==> src/rtl/debounce_bank_pkg.sv <==
// Shared constants and helpers for the switch debounce slice.
// The clog2 helper is reused by other parametrised blocks.
package debounce_bank_pkg;

  // 10 ms at a 25 MHz system clock
  localparam int DEBOUNCE_LIMIT_10MS = 250000;

  typedef struct packed {
    logic rise;
    logic fall;
  } edge_flags_t;

  function automatic int clog2(input int value);
    int result;
    int remain;
    result = 0;
    remain = value - 1;
    while (remain > 0) begin
      result = result + 1;
      remain = remain >> 1;
    end
    return result;
  endfunction

endpackage

==> src/rtl/debounce_bank_channel.sv <==
// One debounced switch bit: 2-flop synchroniser, stability counter,
// registered stable level and one-cycle press/release pulses.
module debounce_channel
  import debounce_bank_pkg::*;
#(
  parameter int   DEBOUNCE_LIMIT = DEBOUNCE_LIMIT_10MS,
  parameter logic INIT_STATE     = 1'b0,
  parameter logic INVERT         = 1'b0
) (
  input  logic        i_Clk,
  input  logic        i_Reset,
  input  logic        switch_raw,
  output logic        stable_r,
  output logic        rise_r,
  output logic        fall_r,
  output edge_flags_t edge_next_s
);

  localparam int               CNT_W    = clog2(DEBOUNCE_LIMIT + 1);
  localparam logic [CNT_W-1:0] CNT_MAX  = CNT_W'(DEBOUNCE_LIMIT - 1);
  localparam logic [CNT_W-1:0] CNT_ONE  = CNT_W'(1);
  localparam logic [CNT_W-1:0] CNT_ZERO = CNT_W'(0);

  logic             sync0_r;
  logic             sync1_r;
  logic [CNT_W-1:0] cnt_r;
  logic [CNT_W-1:0] cnt_next_s;
  logic             stable_next_s;

  // Two-flop synchroniser on the (optionally inverted) raw pin
  always_ff @(posedge i_Clk or posedge i_Reset) begin
    if (i_Reset) begin
      sync0_r <= INIT_STATE;
      sync1_r <= INIT_STATE;
    end else begin
      sync0_r <= switch_raw ^ INVERT;
      sync1_r <= sync0_r;
    end
  end

  // Next-state: any agreeing sample restarts the count; a full run of
  // mismatches commits the new level and raises exactly one edge flag
  always_comb begin
    cnt_next_s       = cnt_r;
    stable_next_s    = stable_r;
    edge_next_s.rise = 1'b0;
    edge_next_s.fall = 1'b0;
    if (sync1_r == stable_r) begin
      cnt_next_s = CNT_ZERO;
    end else if (cnt_r == CNT_MAX) begin
      cnt_next_s       = CNT_ZERO;
      stable_next_s    = sync1_r;
      edge_next_s.rise = sync1_r;
      edge_next_s.fall = ~sync1_r;
    end else begin
      cnt_next_s = cnt_r + CNT_ONE;
    end
  end

  // Counter, stable level and edge pulse registers
  always_ff @(posedge i_Clk or posedge i_Reset) begin
    if (i_Reset) begin
      cnt_r    <= CNT_ZERO;
      stable_r <= INIT_STATE;
      rise_r   <= 1'b0;
      fall_r   <= 1'b0;
    end else begin
      cnt_r    <= cnt_next_s;
      stable_r <= stable_next_s;
      rise_r   <= edge_next_s.rise;
      fall_r   <= edge_next_s.fall;
    end
  end

endmodule

==> src/rtl/debounce_bank.sv <==
// Multi-channel switch debouncer: NUM_CH independent channels plus a
// registered any-change flag aligned with the per-channel pulses.
module debounce_bank
  import debounce_bank_pkg::*;
#(
  parameter int                NUM_CH         = 4,
  parameter int                DEBOUNCE_LIMIT = DEBOUNCE_LIMIT_10MS,
  parameter logic [NUM_CH-1:0] INIT_STATE     = {NUM_CH{1'b0}},
  parameter logic              INVERT         = 1'b0
) (
  input  logic              i_Clk,
  input  logic              i_Reset,
  input  logic [NUM_CH-1:0] i_Switch,
  output logic [NUM_CH-1:0] o_Switch,
  output logic [NUM_CH-1:0] o_Rise,
  output logic [NUM_CH-1:0] o_Fall,
  output logic              o_Any_Change
);

  edge_flags_t       edge_next_s [NUM_CH];
  logic [NUM_CH-1:0] rise_next_s;
  logic [NUM_CH-1:0] fall_next_s;
  logic              any_change_r;

  for (genvar ch = 0; ch < NUM_CH; ch++) begin : g_ch
    debounce_channel #(
      .DEBOUNCE_LIMIT (DEBOUNCE_LIMIT),
      .INIT_STATE     (INIT_STATE[ch]),
      .INVERT         (INVERT)
    ) u_channel (
      .i_Clk       (i_Clk),
      .i_Reset     (i_Reset),
      .switch_raw  (i_Switch[ch]),
      .stable_r    (o_Switch[ch]),
      .rise_r      (o_Rise[ch]),
      .fall_r      (o_Fall[ch]),
      .edge_next_s (edge_next_s[ch])
    );
    assign rise_next_s[ch] = edge_next_s[ch].rise;
    assign fall_next_s[ch] = edge_next_s[ch].fall;
  end

  // Fed from next-state edge flags so it lands on the same edge as o_Rise/o_Fall
  always_ff @(posedge i_Clk or posedge i_Reset) begin
    if (i_Reset) begin
      any_change_r <= 1'b0;
    end else begin
      any_change_r <= |{rise_next_s, fall_next_s};
    end
  end

  assign o_Any_Change = any_change_r;

endmodule

==> config.mk <==
export PLATFORM = sky130hd
export DESIGN_NAME = debounce_bank
export DESIGN_NICKNAME = d
export VERILOG_FILES = /design/src/rtl/debounce_bank_pkg.sv /design/src/rtl/debounce_bank_channel.sv /design/src/rtl/debounce_bank.sv
export SDC_FILE = /design/constraint.sdc
export NUM_CORES = 1
export LEC_CHECK = 0
export BUFFER_PORTS_ARGS = -buffer_cell sky130_fd_sc_hd__buf_2
export CORE_ASPECT_RATIO = 0.9
export CORE_MARGIN = 1
export CORE_UTILIZATION = 60
export CTS_CLUSTER_SIZE = 8
export DETAILED_ROUTE_END_ITERATION = 16
export GPL_ROUTABILITY_DRIVEN = 0
export HOLD_SLACK_MARGIN = 0.06
export PLACE_DENSITY_LB_ADDON = 0.15
export SYNTH_ARGS = -nofsm -noshare
export SYNTH_HDL_FRONTEND = slang
export SYNTH_HIERARCHICAL = 1
export SYNTH_SLANG_ARGS = --single-unit
==> constraint.sdc <==
create_clock -name i_Clk -period 2.5 [get_ports i_Clk]
set_clock_uncertainty 0.05 [all_clocks]
set_input_delay 0.25 -clock i_Clk [delete_from_list [all_inputs] [get_ports i_Clk]]
set_output_delay 0.25 -clock i_Clk [all_outputs]
set_load 0.03 [all_outputs]
==> run metrics <==
number of antenna violations at the first check in global routing 0; most frequently used flop master after synthesis sky130_fd_sc_hd__dfrtp_1; Slew @ Worst Pin slightly below 0.9 ns; Gates resized, CTS repair 0; Final period util 0.795; critical path type reg2reg; share of layout cells above drive strength 1 0.121; number of post-CTS setup repair buffers 0; Worst-Skew Late Latency between 0.3 and 0.4 ns; root buffer cell sky130_fd_sc_hd__clkbuf_8; Via-to-Cell Ratio slightly below 6; sequential share of the synthesized area 0.512; proportion of synthesized flip-flops having asynchronous set or reset 1.00; setup-violating endpoint count in the final report 0; Min-Delay Path Class in2async; setup slack after placement between 0.5 and 0.6 ns; placed wire-length estimate slightly below 6000 um; Crit-path slowest cell sky130_fd_sc_hd__dfrtp_1; average wire per cell in the routed design about 15 um; drt drc 0; die area about 7900 um2; Pre-Repair DR Iteration Count 4; area of the mapped netlist 4540 um2; status completed; post-synthesis cell type with the largest combined area sky130_fd_sc_hd__dfrtp_1; core area 7180 um2; Min Hold Slack between 0.2 and 0.3 ns; H-tree depth 3; Setup TNS 0 ns; total global routing overflow 0; horizontal extent of the die roughly 94 um; count of antenna-violating nets left after detailed routing 0; number of fill cells between 500 and 600; dominant cells by area after synthesis sky130_fd_sc_hd__dfrtp_1 51%, sky130_fd_sc_hd__nand4_1 6.6%, sky130_fd_sc_hd__xor2_1 6.2%, sky130_fd_sc_hd__xnor2_1 5.4%, sky130_fd_sc_hd__nor2_1 5.3%; post-detailed-placement cell area 4630 um2; P_leak approximately 2 nW; Vert. Die Dim 84.6 um; number of buffers on the longest clock path 2; standard-cell rows 29; final hold violation count 0; unrepaired setup endpoints after global routing false; largest net degree at the start of global routing 24; sequence of cells on the critical path nor4b_2, nand4_1, or3_4, nor3b_1, nor4_1, nand2_1; number of flops mapped to enable cells by yosys 0; Synth Instances around 430; area share of the leading cell type in the synthesized netlist 0.512; maximum capacitance violations 0; starting utilization of the core area 0.633; via count of the routed design 3157; synthesized net count 439; TritonCTS buffer count 9; worst voltage drop across the vdd grid ~0.42 mV; count of yosys warnings during synthesis 6; Layout area overhead 6.39%; upper clock frequency limit approximately 500 MHz; number of sinks on the clock net 93; minimum clock period between 1.5 and 2 ns; Total Wirelength about 8300 um; WP data arrival between 2 and 2.5 ns; IO Count 19; number of buffers added on ports 18; number of global-route vias before repair around 3100; capturing element type of the critical path register; number of library cell types mapped by synthesis 27; category of the worst setup path launch point register; top cell types by occurrence after synthesis 93 x sky130_fd_sc_hd__dfrtp_1, 64 x sky130_fd_sc_hd__nor2_1, 48 x sky130_fd_sc_hd__nand4_1, 32 x sky130_fd_sc_hd__xor2_1, 28 x sky130_fd_sc_hd__xnor2_1; global-route wire length before repair around 14000 um; Max Transition Viols Final 0; number of antenna repair diodes 0; final setup margin 0.514 ns; cell with the most instances after synthesis sky130_fd_sc_hd__dfrtp_1; delay of the slowest cell on the worst path 0.48 ns; flip-flop and latch count after synthesis 93; Post-Route Utilization 0.673; TritonCTS clock tree done; worst slew margin relative to its limit 0.423; number of nets in the layout between 400 and 500; CP required approximately 2.7 ns; starting DRC count in detailed routing 130; clock-pin transition on the worst setup and hold timing paths 0.09 ns; total global-route track usage 0.231; power density cells just over 500 nW/um2; Post-Layout Inst Area slightly below 5000 um2; average instance area after synthesis about 11 um2; maximum net fanout on the critical path 8
==> cells in the final DEF (no fill, tap or decap), drive strengths merged <==
| cell type | count |
|---|---|
| a21oi | 8 |
| and3 | 12 |
| and4 | 4 |
| buf | 18 |
| clkbuf | 11 |
| clkinv | 1 |
| clkinvlp | 1 |
| dfrtp | 93 |
| dlygate4sd3 | 5 |
| ha | 4 |
| inv | 9 |
| mux2 | 4 |
| nand2 | 17 |
| nand3 | 16 |
| nand4 | 48 |
| nor2 | 64 |
| nor3 | 12 |
| nor3b | 8 |
| nor4 | 18 |
| nor4b | 4 |
| o31ai | 12 |
| or2 | 4 |
| or3 | 4 |
| or4 | 8 |
| xnor2 | 28 |
| xor2 | 32 |
==> stage by stage <==
stage / std cells / total power, mW
floorplan: 429 / 1.64
global placement: 520 / 1.67
detailed placement: 520 / 1.67
CTS: 538 / 2.52
global route: 538 / 2.60
finish: 538 / 2.49
==> area by class of cell <==
cell class | instances | area (um2) | area share
inverters | 9 | 33.8 | 0.00699
multi-input cells | 307 | 2060 | 0.427
clock inverters | 2 | 12.5 | 0.00259
well taps | 93 | 116 | 0.0241
repair buffers | 23 | 140 | 0.0290
clock buffers | 11 | 141 | 0.0292
flip-flops and latches | 93 | 2330 | 0.481
==> worst paths after layout <==
| check | endpoint | depth (start not counted) | slack, ns | from |
|---|---|---|---|---|
| max | o_Any_Change | 6 | 0.51 | g_ch[3].u_channel/cnt_r[5] |
| min | o_Any_Change | 3 | 0.28 | i_Reset |
| max reg2reg | o_Any_Change | 6 | 0.51 | g_ch[3].u_channel/cnt_r[5] |
| min reg2reg | g_ch[2].u_channel/sync1_r | 0 | 0.30 | g_ch[2].u_channel/sync0_r |
| max in group asynchronous | g_ch[0].u_channel/cnt_r[4] | 3 | 1.23 | i_Reset |
| min in group i_Clk | g_ch[2].u_channel/sync1_r | 0 | 0.30 | g_ch[2].u_channel/sync0_r |
==> critical path: cells and delay by family (launching register included) <==
| family | cells | cell delay [ns] |
|---|---|---|
| DFF | 1 | 0.48 |
| and+or+nand+nor | 6 | 1.40 |
==> power by group <==
| group | internal (mW) | switching [mW] |
|---|---|---|
| Combinational | 0.0299 | 0.0673 |
| Sequential | 1.52 | 0.0242 |
| Clock | 0.371 | 0.468 |
==> kinds of logic (layout without fill, tap and decap cells) <==
logic type / after synthesis / in the layout / share of synthesized area
AO/OA/AOI/OAI: 20 / 20 / 0.0407
adder cells (fa/ha/maj): 4 / 4 / 0.0110
buffers and inverters: 29 / 45 / 0.0339
flip-flops: 93 / 93 / 0.512
AND/OR/NAND/NOR: 219 / 219 / 0.273
XOR/XNOR: 60 / 60 / 0.116
multiplexers: 4 / 4 / 0.0132
==> layer usage <==
metal | vias to the layer above | routed length (um) | track usage
met5 | - | 0 | 0
met4 | 0 | 116 | 0.0727
met3 | 13 | 244 | 0.0534
met2 | 44 | 3780 | 0.358
met1 | 1537 | 4170 | 0.324
li1 | 1563 | - | -
==> registers in the layout (all words and copies together), names as in the netlist <==
signal	count
o_Any_Change	1
g_ch.u_channel/sync1_r	4
g_ch.u_channel/cnt_r	72
g_ch.u_channel/stable_r	4
g_ch.u_channel/sync0_r	4
g_ch.u_channel/rise_r	4
g_ch.u_channel/fall_r	4
==> what timing repair did <==
| item | 4_1_cts | 5_1_grt |
|---|---|---|
| endpoints found under the hold margin | 5 | 0 |
| setup endpoints to repair | 0 | 0 |
| hold buffers | 5 | 0 |
(Power assumes the default switching activity.)
